**config.mk**
```make
export PLATFORM = sky130hd
export DESIGN_NAME = cache_line_xfer
export DESIGN_NICKNAME = d
export VERILOG_FILES = /design/src/rtl/cache_line_xfer_pkg.sv /design/src/rtl/cache_line_xfer_line_buf.sv /design/src/rtl/cache_line_xfer.sv
export SDC_FILE = /design/constraint.sdc
export NUM_CORES = 1
export LEC_CHECK = 0
export BUFFER_PORTS_ARGS = -buffer_cell sky130_fd_sc_hd__buf_4
export CORE_UTILIZATION = 35
export CTS_BUF_LIST = sky130_fd_sc_hd__clkbuf_16
export DETAILED_ROUTE_END_ITERATION = 6
export PLACE_DENSITY = 0.52
export SYNTH_ARGS = -nofsm -noshare
export SYNTH_HDL_FRONTEND = slang
export SYNTH_SLANG_ARGS = --single-unit
```
**constraint.sdc**
```tcl
create_clock -name clk -period 8.41 [get_ports clk]
set_input_delay 1.682 -clock clk [delete_from_list [all_inputs] [get_ports clk]]
set_output_delay 1.682 -clock clk [all_outputs]
set_load 0.1 [all_outputs]
```
**src/rtl/cache_line_xfer_pkg.sv**
```systemverilog
// cache_pkg: shared types and constants for the cache line transfer engine.
//   state_e    - engine state (IDLE / XFER / DONE)
//   DEF_*      - default line geometry
//   BYTE_OFF_W - byte-offset bits inside one 32-bit word
//   idx_width  - bits needed to index the words of a line
package cache_pkg;

    typedef enum logic [1:0] {
        IDLE = 2'd0,
        XFER = 2'd1,
        DONE = 2'd2
    } state_e;

    localparam int DEF_WORDS  = 4;
    localparam int DEF_DATA_W = 32;
    localparam int DEF_ADDR_W = 32;
    localparam int BYTE_OFF_W = 2;

    function automatic int idx_width(input int words);
        return (words <= 2) ? 1 : $clog2(words);
    endfunction

endpackage

```
**src/rtl/cache_line_xfer_line_buf.sv**
```systemverilog
// line_buf: WORDS x DATA_W register array.
//   clk, rst        - clock, synchronous active-high clear
//   load, load_line - parallel load of a whole flattened line
//   we, idx, data   - single-word write port
//   line            - flattened read-out, word 0 in the LSBs
module line_buf
    import cache_pkg::*;
#(
    parameter int WORDS  = DEF_WORDS,
    parameter int DATA_W = DEF_DATA_W,
    localparam int IDX_W = idx_width(WORDS)
) (
    input  logic                    clk,
    input  logic                    rst,
    input  logic                    load,
    input  logic [WORDS*DATA_W-1:0] load_line,
    input  logic                    we,
    input  logic [IDX_W-1:0]        idx,
    input  logic [DATA_W-1:0]       data,
    output logic [WORDS*DATA_W-1:0] line
);

    logic [DATA_W-1:0] mem_r [WORDS];

    // Storage: clear on reset, whole-line load wins over a single-word write.
    always_ff @(posedge clk) begin
        if (rst) begin
            for (int i = 0; i < WORDS; i++) mem_r[i] <= '0;
        end else if (load) begin
            for (int i = 0; i < WORDS; i++) mem_r[i] <= load_line[i*DATA_W +: DATA_W];
        end else if (we) begin
            mem_r[idx] <= data;
        end
    end

    // Flatten the array into the read-out bus.
    always_comb begin
        line = '0;
        for (int i = 0; i < WORDS; i++) line[i*DATA_W +: DATA_W] = mem_r[i];
    end

endmodule

```
**src/rtl/cache_line_xfer.sv**
```systemverilog
// cache_line_xfer: moves one cache line between the data-cache controller and
// a single-word memory bus, one ack-handshaked beat per word.
//   req_*      - request side (valid/ready, write flag, address, dirty line)
//   fill_line  - assembled fill data, valid with done for a fill
//   done, busy - completion pulse and in-progress flag
//   mem_*      - memory beat interface (strobes held until mem_ack)
// Optional macro CACHE_LINE_XFER_CWF_EN: critical-word-first fills, adding
// crit_valid / crit_data outputs.
module cache_line_xfer
    import cache_pkg::*;
#(
    parameter int WORDS  = DEF_WORDS,
    parameter int DATA_W = DEF_DATA_W,
    parameter int ADDR_W = DEF_ADDR_W
) (
    input  logic                    clk,
    input  logic                    rst,
    input  logic                    req_valid,
    output logic                    req_ready,
    input  logic                    req_write,
    input  logic [ADDR_W-1:0]       req_addr,
    input  logic [WORDS*DATA_W-1:0] wb_line,
    output logic [WORDS*DATA_W-1:0] fill_line,
    output logic                    done,
    output logic                    busy,
    output logic                    mem_re,
    output logic                    mem_we,
    output logic [ADDR_W-1:0]       mem_addr,
    output logic [DATA_W-1:0]       mem_wdata,
    input  logic [DATA_W-1:0]       mem_rdata,
    input  logic                    mem_ack
`ifdef CACHE_LINE_XFER_CWF_EN
    ,
    output logic                    crit_valid,
    output logic [DATA_W-1:0]       crit_data
`endif
);

    localparam int IDX_W = idx_width(WORDS);
    localparam int OFF_W = IDX_W + BYTE_OFF_W;
    localparam logic [ADDR_W-1:0] LINE_MASK = {{(ADDR_W-OFF_W){1'b1}}, {OFF_W{1'b0}}};
    localparam logic [IDX_W-1:0]  LAST_BEAT = IDX_W'(WORDS - 1);

    state_e                    state_r, state_nxt_s;
    logic [IDX_W-1:0]          beat_r, beat_nxt_s;
    logic [IDX_W-1:0]          idx_r, idx_nxt_s;
    logic                      write_r, write_nxt_s;
    logic [ADDR_W-1:0]         base_r, base_nxt_s;
    logic                      accept_s, beat_ack_s, fill_we_s;
    logic [IDX_W-1:0]          start_idx_s;
    logic [WORDS*DATA_W-1:0]   wb_buf_s, src_line_s;
    logic                      req_ready_nxt_s, busy_nxt_s, done_nxt_s;
    logic                      mem_re_nxt_s, mem_we_nxt_s;
    logic [ADDR_W-1:0]         mem_addr_nxt_s;
    logic [DATA_W-1:0]         mem_wdata_nxt_s;
    logic                      unused_addr_s;

    // Byte-offset bits only matter for the critical-word start index.
    assign unused_addr_s = ^req_addr[OFF_W-1:0];

    assign accept_s   = (state_r == IDLE) && req_valid;
    // mem_ack only counts while a strobe is up, i.e. in XFER.
    assign beat_ack_s = (state_r == XFER) && mem_ack;
    assign fill_we_s  = beat_ack_s && !write_r;

    line_buf #(.WORDS(WORDS), .DATA_W(DATA_W)) u_wb_buf (
        .clk       (clk),
        .rst       (rst),
        .load      (accept_s),
        .load_line (wb_line),
        .we        (1'b0),
        .idx       ({IDX_W{1'b0}}),
        .data      ({DATA_W{1'b0}}),
        .line      (wb_buf_s)
    );

    line_buf #(.WORDS(WORDS), .DATA_W(DATA_W)) u_fill_buf (
        .clk       (clk),
        .rst       (rst),
        .load      (1'b0),
        .load_line ({(WORDS*DATA_W){1'b0}}),
        .we        (fill_we_s),
        .idx       (idx_r),
        .data      (mem_rdata),
        .line      (fill_line)
    );

    // Start index: critical word for fills when enabled, otherwise word 0.
    always_comb begin
`ifdef CACHE_LINE_XFER_CWF_EN
        if (req_write) begin
            start_idx_s = '0;
        end else begin
            start_idx_s = req_addr[OFF_W-1:BYTE_OFF_W];
        end
`else
        start_idx_s = '0;
`endif
    end

    // State register.
    always_ff @(posedge clk) begin
        if (rst) begin
            state_r <= IDLE;
            beat_r  <= '0;
            idx_r   <= '0;
            write_r <= 1'b0;
            base_r  <= '0;
        end else begin
            state_r <= state_nxt_s;
            beat_r  <= beat_nxt_s;
            idx_r   <= idx_nxt_s;
            write_r <= write_nxt_s;
            base_r  <= base_nxt_s;
        end
    end

    // Next-state logic: accept, advance on each acked beat, one DONE cycle.
    always_comb begin
        state_nxt_s = state_r;
        beat_nxt_s  = beat_r;
        idx_nxt_s   = idx_r;
        write_nxt_s = write_r;
        base_nxt_s  = base_r;
        case (state_r)
            IDLE: begin
                if (req_valid) begin
                    state_nxt_s = XFER;
                    write_nxt_s = req_write;
                    base_nxt_s  = req_addr & LINE_MASK;
                    beat_nxt_s  = '0;
                    idx_nxt_s   = start_idx_s;
                end else begin
                    state_nxt_s = IDLE;
                end
            end
            XFER: begin
                if (mem_ack && (beat_r == LAST_BEAT)) begin
                    state_nxt_s = DONE;
                end else if (mem_ack) begin
                    beat_nxt_s = beat_r + IDX_W'(1);
                    idx_nxt_s  = idx_r + IDX_W'(1);  // wraps modulo WORDS
                end else begin
                    state_nxt_s = XFER;
                end
            end
            DONE: begin
                state_nxt_s = IDLE;
            end
            default: begin
                state_nxt_s = IDLE;
            end
        endcase
    end

    // Output decode from the next state so every output leaves a flop.
    always_comb begin
        // On the accept edge the write-back buffer is still loading.
        src_line_s      = accept_s ? wb_line : wb_buf_s;
        req_ready_nxt_s = (state_nxt_s == IDLE);
        busy_nxt_s      = (state_nxt_s != IDLE);
        done_nxt_s      = (state_nxt_s == DONE);
        mem_re_nxt_s    = (state_nxt_s == XFER) && !write_nxt_s;
        mem_we_nxt_s    = (state_nxt_s == XFER) && write_nxt_s;
        if (state_nxt_s == XFER) begin
            mem_addr_nxt_s = base_nxt_s + ADDR_W'({idx_nxt_s, 2'b00});
        end else begin
            mem_addr_nxt_s = '0;
        end
        if (mem_we_nxt_s) begin
            mem_wdata_nxt_s = src_line_s[idx_nxt_s*DATA_W +: DATA_W];
        end else begin
            mem_wdata_nxt_s = '0;
        end
    end

    // Output registers.
    always_ff @(posedge clk) begin
        if (rst) begin
            req_ready <= 1'b1;
            busy      <= 1'b0;
            done      <= 1'b0;
            mem_re    <= 1'b0;
            mem_we    <= 1'b0;
            mem_addr  <= '0;
            mem_wdata <= '0;
        end else begin
            req_ready <= req_ready_nxt_s;
            busy      <= busy_nxt_s;
            done      <= done_nxt_s;
            mem_re    <= mem_re_nxt_s;
            mem_we    <= mem_we_nxt_s;
            mem_addr  <= mem_addr_nxt_s;
            mem_wdata <= mem_wdata_nxt_s;
        end
    end

`ifdef CACHE_LINE_XFER_CWF_EN
    // Critical word: pulse after the first fill beat, hold data until next accept.
    always_ff @(posedge clk) begin
        if (rst) begin
            crit_valid <= 1'b0;
            crit_data  <= '0;
        end else begin
            crit_valid <= fill_we_s && (beat_r == '0);
            if (fill_we_s && (beat_r == '0)) begin
                crit_data <= mem_rdata;
            end else if (accept_s) begin
                crit_data <= '0;
            end
        end
    end
`endif

endmodule

```
==> out/qor.log <==
INFO  yosys          syn_area_per_cell=13.10um2
INFO  placement      io_buffers=389
INFO  floorplan      initial_core_util=35.68%
INFO  setup_path     critical_path.startpoint_type=primary input
INFO  yosys          synth_top_flop_cell=sky130_fd_sc_hd__edfxtp_1
INFO  routing        total_number_of_vias=10610
INFO  clock_tree     clk_pin_slew_worst_paths=0.06ns
INFO  power_and_ir_drop power.sequential.fraction=45.7%
INFO  power_and_ir_drop power_per_cell_area=217.3nW/um2
INFO  yosys          synth_enable_flop_cells=256
INFO  placement      place_area=19370um2
INFO  setup_path     critical-path-top-cell-by-count=sky130_fd_sc_hd__buf_4
INFO  sta            timing.final.setup_violations=0
INFO  min_path       worst_hold_path_startpoint=base_r[3]
INFO  global_routing grt_use_total=18.73%
INFO  floorplan      design.die.area=46230um2
INFO  sta            fin_skew=0.01800ns
INFO  power_and_ir_drop power.net_switching=1276uW
INFO  min_path       hold_end=base_r[3]
INFO  placement      routabilityCongestion=0.7811
INFO  global_routing initial_antenna_violation_count=1
INFO  yosys          top_area_cell_type_share_of_the_netlist_area=48.40%
INFO  setup_path     timing.critical_path.buf_inv=2
INFO  sta            tns=0ns
INFO  finish         syn2layout_area_growth=30.07%
INFO  setup_path     criticalPathCategory=in2reg
INFO  setup_path     worstRegToRegCells=10
INFO  clock_tree     number_of_resized_instances_in_the_post_cts_repair_step=0
INFO  sta            final.period_utilization=48.43%
INFO  setup_path     largest_stage_delay_on_the_critical_path=0.48ns
INFO  clock_tree     numCtsBuffers=42
INFO  setup_path     setup.worst_path.end_class=flop
INFO  setup_path     cp_cell_sequence=buf_4, nand2b_1, mux2_2, a22o_4, ha_1, fa_1, o211ai_1, buf_4, nor3_1, mux2i_1
INFO  sta            timing.final.max_slew_violations=0
INFO  yosys          ys_seq_area_share=62.02%
INFO  power_and_ir_drop power_frac_clock=37.9%
INFO  routing        post-route-drc-count=0
INFO  job            maxCapViolations=0
INFO  clock_tree     numClockSinks=364
INFO  power_and_ir_drop power_leakage=0.008580uW
INFO  clock_tree     clk_path_buf_depth=3
INFO  sta            hold_viol=0
INFO  global_routing grt_overflow_total=0
INFO  setup_path     reg2reg_from=beat_r[0]
INFO  placement      place.detailed.hpwl=29.36mm
INFO  sta            max_slew_margin=31.86%
INFO  yosys          ys_async_sr_fraction=0%
INFO  setup_path     worst_r2r_endpoint=mem_addr[28]
INFO  global_routing maximum_number_of_pins_on_one_net_before_global_route_repair=90
INFO  yosys          ys_types=55
INFO  clock_tree     clk_root_buffer_cell=sky130_fd_sc_hd__clkbuf_16
INFO  clock_tree     cts_setup_buffers=0
INFO  routing        routed_wire_length_per_instance=19.86um
INFO  setup_path     crit_slowest_cell=sky130_fd_sc_hd__fa_1
INFO  yosys          mappedNetlistNets=1413
INFO  power_and_ir_drop cellInternalPower=3212uW
INFO  floorplan      row_count=77
INFO  sta            fmax=245.5MHz
INFO  setup_path     critical_path.top_delay_family=compound AO/OA/AOI/OAI gates
INFO  power_and_ir_drop p_sw_share=28.44%
INFO  routing        drt_first_pass_iters=5
INFO  min_path       min_path_type=reg2reg
INFO  global_routing first_global_vias=10600
INFO  routing        detailedRoute.firstIterationViolations=578
INFO  finish         drive_above_1_share=30.01%
INFO  setup_path     worst_setup_path_startpoint=mem_ack
INFO  yosys          synthDominantAreaCellType=sky130_fd_sc_hd__edfxtp_1
INFO  floorplan      floorplan.io_pins=394
INFO  power_and_ir_drop comb_power_share=16.3%
INFO  finish         multiInputGateArea=5717um2
INFO  setup_path     crit_fanout=24
INFO  min_path       min_path_cells=1
INFO  finish         area.sequential=9849um2
INFO  clock_tree     h-tree-depth=2
INFO  routing        vias_per_inst=4.801
INFO  clock_tree     worst_skew_pair.late_latency=0.56ns
INFO  finish         filler_cell_count=4159
INFO  sta            min_period=4.073ns
INFO  routing        drt_wl_total=43.88mm
INFO  status         status=finished clean
INFO  floorplan      fp.dieW=215.0um
INFO  clock_tree     tritoncts=built
INFO  yosys          synth_seq_cells=364
INFO  sta            fin_hold_ws=0.4496ns
INFO  setup_path     worst-endpoint-arrival=4.52ns
INFO  power_and_ir_drop ir_worst_vdd=0.0001467V
INFO  clock_tree     cts.hold.buffers_added=0
INFO  yosys          postSynthCellCount=1212
INFO  floorplan      die_height=215.0um
INFO  sta            worst_pin_slew=1.022ns
INFO  floorplan      floorplan.core_area=44510um2
INFO  setup_path     worst-r2r-setup-slack=4.97ns
INFO  routing        antenna_violating_nets_post_route=0
INFO  yosys          yosys-top-cells-area=sky130_fd_sc_hd__edfxtp_1, sky130_fd_sc_hd__mux2i_1, sky130_fd_sc_hd__dfxtp_1, sky130_fd_sc_hd__and2_1, sky130_fd_sc_hd__a22o_1
INFO  setup_path     critical_path_required=8.85ns
INFO  yosys          synth.yosys.warnings=0
INFO  global_routing wire_length_of_the_first_global_routing_pass=66.13mm
INFO  yosys          syn_area=15880um2
INFO  finish         nets=1785
INFO  sta            rsz_0062_raised_after_global_routing=no
INFO  finish         finalInstanceArea=20660um2
-- layer usage --
layer | vias to the layer above | track usage (%) | wire (um)
met4 | 2 | 4.846 | 723
li1 | 5114 | - | -
met5 | - | 0 | 18
met2 | 314 | 30.18 | 20360
met1 | 5124 | 24.69 | 19680
met3 | 51 | 5.294 | 3097
-- cell usage after synthesis (all sizes together), types with 2 or more instances --
library cell and instances:
edfxtp 256, o22ai 3, a21oi 4, xor2 3, nor3b 4, or4 3
mux2i 226, a31oi 3, nor2 48, clkbuf 49, nor2b 2, a31o 2
o211ai 2, a22oi 3, inv 7, nor4b 2, and2 265, nand4 7
and3 12, mux2 7, nand2 33, o21a 4, nand3 16, or2 3
and4 2, dfxtp 108, ha 3, xnor2 6, a21o 2, buf 27
nand2b 8, nor3 30, a22o 34, o31a 5, nor4 9, o21bai 2
-- cell type report --
type	count	area share [%]
antenna	1	0.01211
clock buffer	44	5.330
clock inverter	32	0.8843
inverter	7	0.1514
multi-input combinational	765	27.67
sequential	364	47.68
tap	592	3.586
timing repair buffer	404	14.68
-- metrics by stage --
step	utilization (%)	setup WS (ns)	total power, uW	instances
detailed placement	43.52	3.717	2833	2132
CTS	46.40	4.315	4553	2208
floorplan	-	2.580	2608	1212
finish	46.41	4.337	4488	2209
global placement	43.52	3.767	2827	2132
global route	46.40	4.082	4658	2208
-- state kept, by name, summed over array words and instances, names as in the netlist, 2 cells and up --
name and count:
base_r 32, mem_wdata 32, beat_r 2, idx_r 2
u_wb_buf.mem_r 128, u_fill_buf.mem_r 128, state_r 2, mem_addr 32
-- power by group through the flow --
stage / sequential [uW] / clock (uW) / combinational (uW)
after floorplan: 2380 / 0 / 225
after global placement: 2090 / 0 / 739
after detailed placement: 2090 / 0 / 744
after CTS: 2050 / 1760 / 745
after global routing: 2060 / 1820 / 776
final: 2050 / 1700 / 734
-- worst max-delay path by stage --
| stage | depth (start not counted) | to | slack (ns) |
|---|---|---|---|
| 2_1_floorplan | 7 | u_wb_buf.mem_r[0][0] | 2.58 |
| 3_3_place_gp | 10 | mem_addr[28] | 3.77 |
| 3_5_place_dp | 9 | mem_wdata[11] | 3.72 |
| 4_1_cts | 9 | mem_wdata[11] | 4.32 |
| 5_1_grt | 9 | mem_wdata[16] | 4.08 |
| 6_report | 10 | mem_addr[28] | 4.34 |
-- kinds of logic (layout without fill, tap and decap cells) --
family	Yosys count	in the layout	share of synthesized area, %
muxes	233	233	14.76
AOI/OAI and AO/OA	72	72	3.711
xor gates and xnor gates	9	9	0.4964
other	0	1	0
and+or+nand+nor	447	447	16.33
adders and majority gates	4	4	0.3624
DFF	364	364	62.02
buffers and inverters	83	487	2.316
-- cells in the final DEF, fill, tap and decap left out, types with 3 or more instances in the layout --
master and count:
sky130_fd_sc_hd__a21oi_1 4, sky130_fd_sc_hd__a22o_1 33, sky130_fd_sc_hd__a22oi_1 3, sky130_fd_sc_hd__a31oi_1 3
sky130_fd_sc_hd__and2_1 265, sky130_fd_sc_hd__and3_1 12, sky130_fd_sc_hd__buf_4 404, sky130_fd_sc_hd__clkbuf_16 44
sky130_fd_sc_hd__clkinv_1 11, sky130_fd_sc_hd__clkinv_2 6, sky130_fd_sc_hd__dfxtp_1 108, sky130_fd_sc_hd__edfxtp_1 256
sky130_fd_sc_hd__ha_1 3, sky130_fd_sc_hd__inv_1 17, sky130_fd_sc_hd__mux2_2 6, sky130_fd_sc_hd__mux2i_1 226
sky130_fd_sc_hd__nand2_1 33, sky130_fd_sc_hd__nand2b_1 8, sky130_fd_sc_hd__nand3_1 16, sky130_fd_sc_hd__nand4_1 7
sky130_fd_sc_hd__nor2_1 45, sky130_fd_sc_hd__nor2_4 3, sky130_fd_sc_hd__nor3_1 29, sky130_fd_sc_hd__nor3b_2 3
sky130_fd_sc_hd__nor4_1 7, sky130_fd_sc_hd__o21a_1 4, sky130_fd_sc_hd__o22ai_1 3, sky130_fd_sc_hd__o31a_1 5
sky130_fd_sc_hd__or2_2 3, sky130_fd_sc_hd__xnor2_1 6, sky130_fd_sc_hd__xor2_1 3
Note: power is estimated with default switching activity, not from simulation.
